File: config.mk
export PLATFORM = sky130hd
export DESIGN_NAME = board_ctrl
export DESIGN_NICKNAME = d
export VERILOG_FILES = /design/src/rtl/board_ctrl_pkg.sv /design/src/rtl/board_ctrl_exp2val.sv /design/src/rtl/board_ctrl.sv
export SDC_FILE = /design/constraint.sdc
export NUM_CORES = 1
export LEC_CHECK = 0
export BUFFER_PORTS_ARGS = -buffer_cell sky130_fd_sc_hd__buf_2
export CAP_MARGIN = 25
export CORE_ASPECT_RATIO = 0.7
export CORE_MARGIN = 5
export CORE_UTILIZATION = 55
export DETAILED_ROUTE_END_ITERATION = 6
export PLACE_DENSITY = 0.71
export RECOVER_POWER = 50
export SLEW_MARGIN = 40
export SYNTH_ARGS = -nofsm -noshare
export SYNTH_HDL_FRONTEND = slang
export SYNTH_SLANG_ARGS = --single-unit
File: constraint.sdc
create_clock -name CLK100MHZ -period 4.9 [get_ports CLK100MHZ]
set_clock_uncertainty 0.15 [all_clocks]
set_input_delay 0.49 -clock CLK100MHZ [delete_from_list [all_inputs] [get_ports CLK100MHZ]]
set_output_delay 0.49 -clock CLK100MHZ [all_outputs]
set_load 0.01 [all_outputs]
File: src/rtl/board_ctrl_pkg.sv
// Shared constants, FSM state encoding and tile helpers for the game-board store.
package board_ctrl_pkg;

   localparam int V_ACTIVE = 480;
   localparam int N_TILES  = 16;
   localparam int EXP_W    = 5;
   localparam int DATA_W   = 17;
   localparam int IDX_W    = 4;

   localparam logic [EXP_W-1:0] EXP_MAX = 5'd16;

   typedef enum logic [1:0] {
      S_IDLE  = 2'd0,
      S_CLEAR = 2'd1,
      S_COPY  = 2'd2
   } state_t;

   function automatic logic [EXP_W-1:0] clamp16(input logic [EXP_W-1:0] tile_exp);
      return (tile_exp > EXP_MAX) ? EXP_MAX : tile_exp;
   endfunction

endpackage

File: src/rtl/board_ctrl_exp2val.sv
// Tile exponent to display value decoder: 0 -> 0 (empty), e -> 2^e.
module board_ctrl_exp2val
   import board_ctrl_pkg::*;
(
   input  logic [EXP_W-1:0]  tile_exp,
   output logic [DATA_W-1:0] value
);

   always_comb begin
      value = '0;
      if (tile_exp != '0 && tile_exp <= EXP_MAX)
         value = DATA_W'(1) << tile_exp;
   end

endmodule

File: src/rtl/board_ctrl.sv
// 4x4 board tile store: back buffer written by game logic, front buffer read by
// the display, copied back-to-front during vertical blanking with win/lose stats.
module board_ctrl
   import board_ctrl_pkg::*;
(
   input  logic              CLK100MHZ,
   input  logic              CPU_RESETN,
   input  logic              pix_stb,
   input  logic [9:0]        cy,
   input  logic [1:0]        disp_row,
   input  logic [1:0]        disp_col,
   input  logic              disp_draw,
   output logic [DATA_W-1:0] disp_data,
   input  logic              wr_req,
   input  logic [IDX_W-1:0]  wr_addr,
   input  logic [EXP_W-1:0]  wr_exp,
   output logic              wr_ack,
   input  logic              clr_req,
   input  logic              commit_req,
   output logic              commit_done,
   output logic              busy,
   output logic [EXP_W-1:0]  max_exp,
   output logic [EXP_W-1:0]  empty_cnt
);

   logic [EXP_W-1:0] front [N_TILES];
   logic [EXP_W-1:0] back  [N_TILES];

   state_t           state, state_nxt;
   logic [IDX_W-1:0] idx;
   logic             pend;
   logic             wr_held;
   logic [EXP_W-1:0] acc_max, acc_empty;
   logic [EXP_W-1:0] max_nxt, empty_nxt;
   logic [EXP_W-1:0] copy_exp, disp_exp;
   logic [DATA_W-1:0] disp_val;
   logic             start_clear, start_copy, do_write, last_idx;

   assign busy     = (state != S_IDLE);
   assign last_idx = (idx == IDX_W'(N_TILES - 1));
   assign disp_exp = front[{disp_row, disp_col}];
   assign copy_exp = back[idx];
   assign max_nxt  = (copy_exp > acc_max) ? copy_exp : acc_max;
   assign empty_nxt = acc_empty + EXP_W'(copy_exp == '0);

   board_ctrl_exp2val u_exp2val (
      .tile_exp (disp_exp),
      .value    (disp_val)
   );

   // Display read path runs off the front buffer only, independent of the FSM.
   always_ff @(posedge CLK100MHZ or negedge CPU_RESETN) begin
      if (!CPU_RESETN)
         disp_data <= '0;
      else if (pix_stb)
         disp_data <= disp_draw ? disp_val : '0;
   end

   always_ff @(posedge CLK100MHZ or negedge CPU_RESETN) begin
      if (!CPU_RESETN)
         state <= S_IDLE;
      else
         state <= state_nxt;
   end

   // NOTE: every signal driven here gets a default first, otherwise a latch is inferred.
   always_comb begin
      state_nxt   = state;
      start_clear = 1'b0;
      start_copy  = 1'b0;
      do_write    = 1'b0;
      unique case (state)
         S_IDLE: begin
            if (clr_req) begin
               start_clear = 1'b1;
               state_nxt   = S_CLEAR;
            end else if (pend && cy >= 10'(V_ACTIVE)) begin
               start_copy = 1'b1;
               state_nxt  = S_COPY;
            end else if (wr_req && !wr_ack && !wr_held) begin
               do_write = 1'b1;
            end
         end
         S_CLEAR, S_COPY: begin
            if (last_idx) state_nxt = S_IDLE;
         end
         default: state_nxt = S_IDLE;
      endcase
   end

   // wr_held keeps a request that stays high after its ack from writing twice;
   // it releases as soon as the requester drops wr_req.
   // NOTE: both tile arrays are reset because reset must leave an all-empty board.
   always_ff @(posedge CLK100MHZ or negedge CPU_RESETN) begin
      if (!CPU_RESETN) begin
         for (int i = 0; i < N_TILES; i++) begin
            front[i] <= '0;
            back[i]  <= '0;
         end
         idx         <= '0;
         pend        <= 1'b0;
         wr_held     <= 1'b0;
         wr_ack      <= 1'b0;
         commit_done <= 1'b0;
         acc_max     <= '0;
         acc_empty   <= '0;
         max_exp     <= '0;
         empty_cnt   <= EXP_W'(N_TILES);
      end else begin
         wr_ack      <= do_write;
         commit_done <= 1'b0;

         if (!wr_req)
            wr_held <= 1'b0;
         else if (do_write)
            wr_held <= 1'b1;

         if (commit_req)
            pend <= 1'b1;
         else if (start_copy)
            pend <= 1'b0;

         if (do_write)
            back[wr_addr] <= clamp16(wr_exp);

         if (start_clear || start_copy) begin
            idx       <= '0;
            acc_max   <= '0;
            acc_empty <= '0;
         end else if (state == S_CLEAR) begin
            back[idx] <= '0;
            idx       <= idx + 1'b1;
         end else if (state == S_COPY) begin
            front[idx] <= copy_exp;
            acc_max    <= max_nxt;
            acc_empty  <= empty_nxt;
            idx        <= idx + 1'b1;
            if (last_idx) begin
               max_exp     <= max_nxt;
               empty_cnt   <= empty_nxt;
               commit_done <= 1'b1;
            end
         end
      end
   end

endmodule

# Word-level counts from Yosys, hierarchy flattened
# Cells that the tools add are included.
# W data, S select, Z words.
# word_totals
register_bits	207
in_bits	30
out_inout_bits	30
word_cells	139
# op_classes
addsub	2
n_lt_le_gt_ge	9
n_eq_ne	7
shifts	1
mux	49
bitwise_logic	7
n_reduce_logical	21
# ops
cell	n
$mux W80	3
$bwmux W80	2
$and A80 B80 Y80	1
$not A80 Y80	1
$mux W5	14
$bmux W5 S4	2
$demux W5 S4	2
$mux W17	2
$mux W1	17
$shl A1 B5 Y17 const A	1
$ge A5 B5 Y1 const B	3
$not A4 Y5	3
$mux W4	3
$ge A10 B9 Y1 const B	1
$lt A5 B1 Y1 const B	2
$logic_and A1 B1 Y1	6
$mux W2	3
$reduce_bool A2 Y1	3
$add A5 B1 Y5	1
$gt A5 B5 Y1	1
$gt A5 B5 Y1 const B	1
$le A5 B5 Y1 const B	1
$logic_not A5 Y1	1
$reduce_bool A5 Y1	1
17 further kinds	21

# Longest topological paths before layout
# depth
depth_word	11
depth_mapped	12
ltp_nobuf	10

# Modules after synthesis
# Synthesis repeated with hierarchy kept, for this count alone.
# unflattened
hier_cells	993
area_unflattened_um2	10152.2
# modules_own_cells
mod	n_inst	cells_each	area_each_um2	seq_area_each_um2
board_ctrl	1	967	10019.6	5181.2
board_ctrl_exp2val	1	26	132.6	0.0

# Worst setup path after synthesis
# OpenSTA, ideal clock, no wires.
# synth_timing
path_type	register to register
startpoint	register idx[0]
endpoint	register max_exp[0]
setup_time_ns	0.077
t_arrival_ns	3.088
required_time_ns	4.673
path_slack_ns	1.584
stages_incl_launch_ff	12
n_path_buf	1
period_less_slack_ns	3.316
cell_sequence	dfrtp_1 buf_4 mux4_2 mux2i_1 mux2_2 inv_1 ha_1 and3_1 o21ai_0 a22oi_1 mux2_2 a21oi_1
# synth_between
elab_chain_len	6
word_cells_on_any_way	8
cone_classes	1 x order compare; 1 x eq/ne; 4 x mux; 1 x bitwise; 1 x reduce/logical
# synth_rtl
element	line	text
from (decl)	board_ctrl.sv:30	logic [IDX_W-1:0] idx;
from (signal assigned)	board_ctrl.sv:132	idx <= idx + 1'b1;
from (signal assigned)	board_ctrl.sv:137	idx <= idx + 1'b1;
$not A4 Y5 (implied by the code)	board_ctrl.sv:42	assign copy_exp = back[idx];
$bmux W5 S4	board_ctrl.sv:42	
$mux W5 (implied by the code) (2 in a row)	board_ctrl.sv:42	
net copy_exp[3]	board_ctrl.sv:35	logic [EXP_W-1:0] copy_exp, disp_exp;
$gt A5 B5 Y1	board_ctrl.sv:43	assign max_nxt = (copy_exp > acc_max) ? copy_exp : acc_max;
$mux W5	board_ctrl.sv:43	
to (signal assigned)	board_ctrl.sv:139	max_exp <= max_nxt;
to (decl)	board_ctrl.sv:22	output logic [EXP_W-1:0] max_exp,
# The timed path passes the listed nets, and every way through them passes these cells. The select of a mux whose other input is x is not followed.
# A chain may end at the register's enable or synchronous reset.

# Worst setup path in the final report
# Same ends and word-level chain as after synthesis.

==> impl_metrics.ini <==
[critical_path]
reg2reg_slack_ns = 0.62
cp.arrival_ns = 4.55
r2r-start = idx[0]
r2r-end = max_exp[0]
crit_path_end_kind = flip-flop
start_kind = flip-flop
worstSetupPathType = flip-flop to flip-flop
crit_fanout = 17
worstPathRequired_ns = 5.16
reg2reg_depth = 11

[placed_design]
dp.cells = 1137
gp_congestion = 0.8253
dp_slack_ns = 0.6480
hpwl_um = 15910
port-buffer-count = 54

[timing]
finalSetupViolations = 0
period_minus_slack_ns = 4.280
finalSetupTns_ns = 0
relSlewSlack_pct = -95.27
rsz0062_at_grt = false
fin_crit_sh_pct = 87.35
hold_viol_final = 0
finalMaxSlewViolations = 119
worst_slack_ns = 0.6197
tightest_slew_ns = 2.929
fmax_mhz = 233.6

[synth]
syn_area_per_cell_um2 = 11.51
ys.flop_type = dfrtp_1
syn-num-nets = 935
synth.most_common_cell = dfrtp_1
ys_top_cells_by_count = dfrtp_1, mux2i_1, nor2_1
synthArstFlopShare_pct = 100.0
synth_top_area_share_pct = 50.34
ys_seq_area_share_pct = 50.59
synth_top_area_cell = dfrtp_1
yosys-top-cells-area = dfrtp_1, mux2i_1, mux4_2
ys_ff_latch = 207
synth-edff-count = 0
yosysUniqueCellTypes = 57
synth_warnings = 0
mappedNetlistArea_mm2 = 0.01024
netlist_instances = 890

[die]
boundaryPins = 60
design.core.area_mm2 = 0.01816
initial_utilization_pct = 56.39
chipHeight_um = 124.2
num_rows = 41
die_w_um = 173.1
die-area_mm2 = 0.02149

[outcome]
failed_checks = capacitance limit, slew limit
status = complete, but fails checks

[grt]
grt_max_degree = 120
grt_usage_pct = 22.37
grt_pass1_wl_um = 38610
grt_remaining_overflow = 0
grt_pass1_vias = 6970
antenna_found_initial = 0

[cts]
post-cts-setup-buffer-count = 0
ctsHoldBuffers = 1
cts_resized = 0
clockBufferDepth = 3
clock_latency_ns = 0.51
cts_tree = done
clock-sinks = 207
cts_inserted_buffers = 22
cts_max_level = 1
clk_pin_slew_worst_paths_ns = 0.06
clockRootBuffer = clkbuf_16

[power_and_ir_drop]
peakVddDrop_uv = 252.0
finalPower_w = 0.004561
pwr_density_cell_mw_per_mm2 = 402.1
power.leakage_nw = 5.581

[routing]
drtIter0Drc = 604
routed_wl_um = 23480
routedWlPerCell_um = 19.95
num_vias = 7036
dr.pass1.iters = 5
drc = 0
via_per_inst = 5.978
ant_nets = 0

[layout]
drive_gt1_share_pct = 13.82
syn2layout_area_growth_pct = 10.76
ff_latch_area_mm2 = 0.005181
fin_nets = 971
diodes = 0
finalNonFillerCells = 1177
fin_util_pct = 62.46
multi_input_area_mm2 = 0.004647
fill_cells = 1458

[hold_path]
whs_endpoint = pend
hold_path.class = input pin to flip-flop
min_from = commit_req
min_delay_path_depth = 2

[run]
cap_violations = 1
-- registers in the layout, summed over array words and instances (netlist names) --
register / flops
acc_empty: 5
acc_max: 5
back: 80
commit_done: 1
disp_data: 17
empty_cnt: 5
front: 80
idx: 4
max_exp: 5
pend: 1
state: 2
wr_ack: 1
wr_held: 1
-- worst max-delay path by stage --
stage | end | slack, ns | start | depth (start not counted)
after floorplan | max_exp[0] | 1.58 | idx[0] | 11
after global routing | max_exp[0] | 0.41 | idx[0] | 11
final | max_exp[0] | 0.62 | idx[0] | 11
after global placement | max_exp[0] | 0.73 | idx[0] | 11
after detailed placement | max_exp[0] | 0.65 | idx[0] | 11
after CTS | max_exp[0] | 0.64 | idx[0] | 11
-- stage by stage --
stage / area, µm² / hold slack [ns]
after floorplan: 10240 / 0.04441
after global placement: 10670 / 0.3054
after detailed placement: 10680 / 0.3160
after CTS: 11410 / 0.01041
after global routing: 11340 / 0.02306
final: 11340 / 0.02295
-- cells by family (layout without fill, tap and decap cells) --
logic type,count (synthesis),count (layout),share of synthesized area [%]
AOI/OAI and AO/OA,146,146,9.188
xor gates and xnor gates,5,5,0.4277
adders and majority gates,15,15,1.833
buffers and inverters,90,141,3.873
DFF,207,207,50.59
muxes,162,162,21.25
and+or+nand+nor,265,265,12.84
-- cells in the final DEF, fill, tap and decap left out, types with 10 or more instances in the layout --
cell / count
mux4_1: 15
ha_1: 15
mux2i_1: 106
o21ai_0: 74
nand3_1: 20
a21oi_1: 16
o22ai_1: 20
inv_1: 35
clkbuf_16: 23
a22o_1: 10
nor2b_1: 13
buf_2: 25
mux2_2: 18
mux4_2: 23
clkbuf_1: 34
nand2_1: 80
buf_4: 10
nor2_1: 97
and4_1: 15
dfrtp_1: 206
-- worst max-delay path, cell delays in order, from the launching register on --
cell	delay, ns
dfrtp_1	0.72
buf_12	0.25
mux4_2	0.53
mux2i_1	0.21
mux2_2	0.42
inv_1	0.16
ha_1	0.32
and3_1	0.18
o21ai_0	0.16
a22oi_1	0.53
mux2_2	0.40
a21oi_1	0.16
-- cell type report --
| cell class | count | share of cell area (%) |
|---|---|---|
| Inverter | 35 | 1.158 |
| Clock inverter | 5 | 0.5405 |
| Clock buffer | 34 | 5.879 |
| Timing Repair Buffer | 67 | 3.177 |
| Sequential cell | 207 | 45.68 |
| Multi-Input combinational cell | 593 | 40.97 |
| Tap cell | 236 | 2.603 |
-- power by group --
part	leakage, nW	internal [W]	switching (W)
registers	2.87	0.00184	0.000133
clock network	0.359	0.000991	0.000668
logic	2.36	0.000367	0.000564
total	5.58	0.00320	0.00137
-- per-layer routing --
metal	wire length [µm]	GRT usage (%)	vias up	part of all wire (%)
met5	0	0	-	0
met4	361	4.684	0	1.5
met3	1730	4.521	33	7.4
met2	9585	32.18	220	41
met1	11810	35.34	3511	50
li1	-	-	3272	-
(Power assumes the default switching activity.)
